<file path="src/rtl/array_ops_pkg.sv">
// array_ops_pkg: shared index-width helper and serializer FSM states for the array datapath.
package array_ops_pkg;
  typedef enum logic {IDLE, STREAM} ser_state_t;
  function automatic int idx_width(input int n);
    return (n > 1) ? $clog2(n) : 1;
  endfunction
endpackage

</file>
<file path="src/rtl/convert_3d_to_1d_array.sv">
// convert_3d_to_1d_array: flattens a [ROWS][COLS] element array row-major, element [0][0] in the low bits.
module convert_3d_to_1d_array #(
  parameter int BIT_WIDTH = 4,
  parameter int ROWS = 8,
  parameter int COLS = 8
) (
  input  logic [BIT_WIDTH-1:0]           in [ROWS][COLS],
  output logic [ROWS*COLS*BIT_WIDTH-1:0] out
);
  for (genvar r = 0; r < ROWS; r++) begin : g_r
    for (genvar c = 0; c < COLS; c++) begin : g_c
      assign out[(r*COLS+c)*BIT_WIDTH +: BIT_WIDTH] = in[r][c];
    end
  end
endmodule

</file>
<file path="src/rtl/serialize_3d_array.sv">
// serialize_3d_array: captures a whole array on a handshake and streams it row-major, one element per beat.
module serialize_3d_array
  import array_ops_pkg::*;
#(
  parameter int BIT_WIDTH = 4,
  parameter int ROWS = 8,
  parameter int COLS = 8,
  localparam int ROW_W = idx_width(ROWS),
  localparam int COL_W = idx_width(COLS)
) (
  input  logic                 clk,
  input  logic                 rst_n,
  input  logic                 in_valid,
  output logic                 in_ready,
  input  logic [BIT_WIDTH-1:0] in [ROWS][COLS],
  output logic                 out_valid,
  input  logic                 out_ready,
  output logic [BIT_WIDTH-1:0] out_data,
  output logic [ROW_W-1:0]     out_row,
  output logic [COL_W-1:0]     out_col,
  output logic                 out_last_col,
  output logic                 out_last
);
  localparam int FLAT_W = ROWS*COLS*BIT_WIDTH;
  localparam int IDX_W = idx_width(FLAT_W);
  ser_state_t r_state, w_next;
  logic [ROW_W-1:0] r_row;
  logic [COL_W-1:0] r_col;
  logic [FLAT_W-1:0] r_hold, w_flat;
  logic [IDX_W-1:0] w_base;
  logic w_in_hs, w_out_hs;

  convert_3d_to_1d_array #(.BIT_WIDTH(BIT_WIDTH), .ROWS(ROWS), .COLS(COLS)) u_flat (
    .in (in),
    .out(w_flat)
  );

  assign w_in_hs = in_valid && in_ready;
  assign w_out_hs = out_valid && out_ready;

  always_ff @(posedge clk)
    if (!rst_n) r_state <= IDLE;
    else r_state <= w_next;

  // The last-beat handshake behaves like IDLE: a waiting array is taken with no bubble.
  always_comb
    w_next = (r_state == IDLE || (w_out_hs && out_last)) ? (w_in_hs ? STREAM : IDLE) : r_state;

  always_comb begin
    out_valid = r_state == STREAM;
    out_last_col = r_col == COL_W'(COLS-1);
    out_last = out_last_col && r_row == ROW_W'(ROWS-1);
    in_ready = r_state == IDLE || (out_valid && out_last && out_ready);
    out_row = r_row;
    out_col = r_col;
    w_base = IDX_W'((int'(r_row)*COLS + int'(r_col))*BIT_WIDTH);
    out_data = r_hold[w_base +: BIT_WIDTH];
  end

  always_ff @(posedge clk)
    if (!rst_n) begin
      r_row <= '0;
      r_col <= '0;
    end else if (w_out_hs) begin
      r_col <= out_last_col ? '0 : r_col + COL_W'(1);
      r_row <= out_last ? '0 : (out_last_col ? r_row + ROW_W'(1) : r_row);
    end else if (w_in_hs) begin
      r_row <= '0;
      r_col <= '0;
    end

  // Holding register has no reset; out_data is only meaningful with out_valid.
  always_ff @(posedge clk)
    if (rst_n && w_in_hs) r_hold <= w_flat;
endmodule

</file>
<file path="config.mk">
export PLATFORM = sky130hd
export DESIGN_NAME = serialize_3d_array
export DESIGN_NICKNAME = d
export VERILOG_FILES = /design/src/rtl/array_ops_pkg.sv /design/src/rtl/convert_3d_to_1d_array.sv /design/src/rtl/serialize_3d_array.sv
export SDC_FILE = /design/constraint.sdc
export NUM_CORES = 1
export LEC_CHECK = 0
export ABC_AREA = 1
export BUFFER_PORTS_ARGS = -buffer_cell sky130_fd_sc_hd__buf_2
export CELL_PAD_IN_SITES_DETAIL_PLACEMENT = 0
export CELL_PAD_IN_SITES_GLOBAL_PLACEMENT = 2
export CORE_ASPECT_RATIO = 1.25
export CORE_MARGIN = 2
export CORE_UTILIZATION = 37
export DETAILED_ROUTE_END_ITERATION = 8
export GPL_TIMING_DRIVEN = 0
export PLACE_DENSITY = 0.88
export SYNTH_ARGS = -nofsm -noshare
export SYNTH_HDL_FRONTEND = slang
export SYNTH_SLANG_ARGS = --single-unit
</file>
<file path="constraint.sdc">
create_clock -name clk -period 30.9 [get_ports clk]
set_input_delay 7.725 -clock clk [delete_from_list [all_inputs] [get_ports clk]]
set_output_delay 7.725 -clock clk [all_outputs]
set_load 0.05 [all_outputs]
</file>
Word level (Yosys, flattened, before mapping)

Index checks and enable logic that the tools add are counted.

Register bits after elaboration: 263
Bits in latches: 0
Bits in writable memories: 0
Bits in read-only memories: 0
Input bits: 260
Output and inout port bits: 14
Word-level logic and storage cells: 30
Memories kept: 0

$add $sub $neg: 3
Multiply operators: 0
Div/mod/pow operators: 0
Magnitude comparators: 0
Eq/ne operators: 3
Shift-type cells: 1
Multiplexer cells: 7
Bitwise gates (word level): 1
Reduce and logical (&&, ||, !) cells: 11

Operators by type and width:

| cell                                                          | count |
|---|---|
| 256-bit by 9-bit variable part select with 4-bit output       | 1 |
| 3-bit 2-to-1 mux                                              | 6 |
| 1-bit logical AND                                             | 7 |
| 3-bit by 1-bit adder with 3-bit output, second input constant | 2 |
| 6-bit by 3-bit adder with 6-bit output                        | 1 |
| 3-bit equality test, second input constant                    | 2 |
| 3-bit != test, second input constant                          | 1 |
| 1-bit logical OR                                              | 2 |
| 2-bit AND reduction                                           | 1 |
| 2-bit nonzero test                                            | 1 |
| 1-bit 2-to-1 mux                                              | 1 |
| 1-bit NOT                                                     | 1 |

Depth between registers and ports, before layout

Depth after elaboration: 8
Gate-level depth with buffers: 11

Hierarchy

From an unflattened synthesis, not the netlist that was laid out.

Cells, all modules: 1,152
Area, all modules: 12,517.0 µm²

By module, submodules not included:

| module                 | instances | cells an instance | area an instance (µm²) | seq. area each (µm²) |
|---|---|---|---|---|
| serialize_3d_array     | 1         | 896               | 10,595.2               | 7,827.5 |
| convert_3d_to_1d_array | 1         | 256               | 1,921.8                | 0.0 |

Least setup slack after synthesis

Ideal clock, no wire load.

Path kind: input to register
From: input out_ready
To: register r_hold[0] (enable)
Setup time: 0.879 ns
Arrival time: 19.822 ns
Path slack: 10.199 ns
Stages on the path: 4
Cells stage by stage: nand2_1 -> o21ai_0 -> nand2_1 -> nor2_1

Word-level cells in the longest chain between the ends: 4

Ends and longest elaborated chain:

| element              | line                     | text |
|---|---|---|
| from (decl)          | serialize_3d_array.sv:17 | `input logic out_ready,` |
| 1-bit logical AND    | serialize_3d_array.sv:53 | `in_ready = r_state == IDLE \|\| (out_valid && out_last && out_ready);` |
| 1-bit logical OR     | serialize_3d_array.sv:53 |  |
| via in_ready         | serialize_3d_array.sv:14 | `output logic in_ready,` |
| 1-bit logical AND    | serialize_3d_array.sv:38 | `assign w_in_hs = in_valid && in_ready;` |
| 1-bit logical AND    | serialize_3d_array.sv:74 | `if (rst_n && w_in_hs) r_hold <= w_flat;` |
| to (signal assigned) | serialize_3d_array.sv:74 |  |
| to (decl)            | serialize_3d_array.sv:29 | `logic [FLAT_W-1:0] r_hold, w_flat;` |

The timed path passes the listed nets, and every way through them passes these cells.
A chain may end at the register's enable or synchronous reset.

Final worst setup path

From: input out_ready
To: output in_ready

Word-level cells in the longest chain between the ends: 2

Ends and longest elaborated chain:

| element           | line |
|---|---|
| 1-bit logical AND | serialize_3d_array.sv:53 |
| 1-bit logical OR  | serialize_3d_array.sv:53 |
| to (decl)         | serialize_3d_array.sv:14 |

Every way passes these cells.

==> flow_metrics.py <==
metrics = {
    "layout": {
        "fill_cells": 2646,
        "register_area_mm2": 0.00783,
        "multi_input_area_mm2": 0.00247,
        "final_util_pct": 47.4,
        "layout-drive-gt1-share_pct": 29.2,
        "layout_commonest_cell": "nand2_1",
        "layout.cells.most_common_list": "332 x nand2_1, 304 x buf_2, 256 x edfxtp_1",
        "areaGrowthSynthToFinish_pct": 26.7,
        "num-nets-final": 1470,
    },
    "clocking": {
        "cts_root_buffer": "clkbuf_16",
        "clock_sinks": 263,
        "post_cts_buffers": 0,
        "cts_tree": "done",
        "h-tree-depth": 1,
        "cts.reportedPaths.clkPinSlew_ns": 0.06,
        "cts_buffer_depth": 3,
        "cts_resized": 0,
        "cts_hold_buf": 0,
        "insertion_delay_ns": 0.54,
        "cts_made_buffers": 27,
    },
    "timing": {
        "period_needed_ns": 16.27,
        "tightest_slew_ns": 0.802,
        "drv_slew": 0,
        "finClkSkew_ns": 0.0227,
        "finalHoldViolations": 0,
        "tns_ns": 0,
        "slew_headroom_pct": 46.5,
        "max_clock_freq_mhz": 61.5,
        "rsz0062_at_grt": "false",
        "fin_crit_sh_pct": 52.6,
        "setup_viol_count_final": 0,
    },
    "floorplanning": {
        "io_pins": 274,
        "die_area_mm2": 0.0300,
        "coreArea_mm2": 0.0283,
        "die_h_um": 193,
        "std_cell_rows": 69,
        "die_w_um": 155,
        "initial_utilization_pct": 37.4,
    },
    "yosys": {
        "synth-seq-cells": 263,
        "synthDistinctLibCells": 17,
        "yosysTopAreaCell": "edfxtp_1",
        "synth_top_area_share_pct": 72.6,
        "yosysSeqAreaShare_pct": 73.9,
        "synth_fp_nets": 1160,
        "avgSynthCellArea_um2": 11.8,
        "netlist_instances": 896,
        "yosys_warnings": 0,
        "netlist_area_mm2": 0.0106,
        "netlist_top_cells_area": "edfxtp_1 73%, nand2_1 12%, nand3_1 10%",
    },
    "routing": {
        "totalWireLength_mm": 30.6,
        "vias_per_cell": 4.89,
        "drt_iter0_markers": 531,
        "first_pass_iters": 5,
        "final_antenna_net_count": 0,
        "post-route-drc-count": 0,
        "routedWlPerCell_um": 19.3,
        "num_vias": 7751,
    },
    "global_route": {
        "grt_usage_pct": 20.1,
        "grt_pass1_wl_mm": 44.7,
        "grt_pass1_vias": 7729,
        "grt_max_degree": 36,
        "grt_overflow_total": 0,
        "antenna_found_initial": 6,
    },
    "setup_path": {
        "cp_max_fo": 4,
        "r2r_slack_ns": 27.57,
        "arrival_ns": 8.54,
        "startpoint_type": "input port",
        "worstSetupEndpointType": "output pin",
        "cp_data_required_time_ns": 23.18,
        "crit_type": "input port to output pin",
    },
    "place": {
        "port_buffers": 273,
        "gp_congestion": 0.795,
        "dpl.hpwl_mm": 22.8,
    },
    "flow_run": {
        "cap_violations": 0,
    },
    "power_and_ir_drop": {
        "ir_worst_vdd_mv": 0.0510,
        "p_leak_uw": 0.00546,
        "pwr_density_cell_mw_per_mm2": 58.6,
    },
    "hold_path": {
        "hp-class": "flop to flop",
    },
    "status": {
        "status": "finished, final reports clean",
    },
}
worst paths after layout:
path | from | end | depth (start not counted)
setup / recovery | out_ready | in_ready | 4
hold / removal | out_valid | out_valid | 2
setup reg to reg | out_col[0] | r_hold[148] | 10
hold reg to reg | out_valid | out_valid | 2
registers in the layout, indices dropped and copies added, names as in the netlist:
register,cells
r_hold,256
out_col,3
out_row,3
out_valid,1
cell usage after synthesis:
cell / number
a211oi_1: 3
a21oi_1: 7
buf_1: 5
buf_2: 31
buf_4: 6
clkbuf_1: 10
clkinv_1: 2
dfxtp_1: 7
edfxtp_1: 256
ha_1: 4
inv_1: 8
inv_2: 2
nand2_1: 332
nand3_1: 217
nor2_1: 4
o21ai_0: 1
o22ai_1: 1
area by class of cell:
type / count / area share, %
diodes: 7 / 0.131
plain buffers: 52 / 1.91
flip-flops and latches: 263 / 58.3
repair buffers: 281 / 11.4
well taps: 355 / 3.31
multi-input cells: 569 / 18.4
clock buffers: 32 / 5.17
inverters: 12 / 0.336
clock inverters: 15 / 0.960
per-layer routing:
| layer | up-vias | track usage, % | routed length, um |
|---|---|---|---|
| met5 | - | 0 | 0 |
| met3 | 49 | 2.86 | 1830 |
| met2 | 267 | 36.1 | 15700 |
| li1 | 3788 | - | - |
| met1 | 3647 | 24.8 | 12100 |
| met4 | 0 | 7.09 | 931 |
per-stage QoR:
| stage | hold WS [ns] | total power [uW] | setup slack (ns) | cells | area (um^2) |
|---|---|---|---|---|---|
| detailed placement | 0.612 | 486 | 14.63 | 1532 | 12600 |
| CTS | 0.627 | 793 | 14.63 | 1579 | 13400 |
| global placement | 0.604 | 490 | 7.37 | 1524 | 12400 |
| floorplan | 0.835 | 457 | 10.20 | 896 | 10600 |
| finish | 0.633 | 786 | 14.63 | 1586 | 13400 |
| global route | 0.708 | 814 | 14.52 | 1585 | 13400 |
cell families (layout without fill, tap and decap cells):
logic type	count (synthesis)	in the layout	synth area share (%)
buffers and inverters	64	392	2.85
adder cells (fa/ha/maj)	4	4	0.472
AO/OA/AOI/OAI	12	12	0.649
AND/OR/NAND/NOR	553	553	22.2
other	0	7	0
flip-flops	263	263	73.9
critical path, cell delays in order:
cell,delay [ns]
buf_2,0.08
nand2_1,0.08
o21ai_0,0.31
buf_2,0.35
where the power goes:
group | total (uW) | internal, uW | switching [uW]
clock | 308 | 176 | 132
combinational | 66.7 | 24.9 | 41.9
sequential | 411 | 408 | 3.75
total | 786 | 609 | 178
Note: power is estimated with default switching activity, not from simulation.
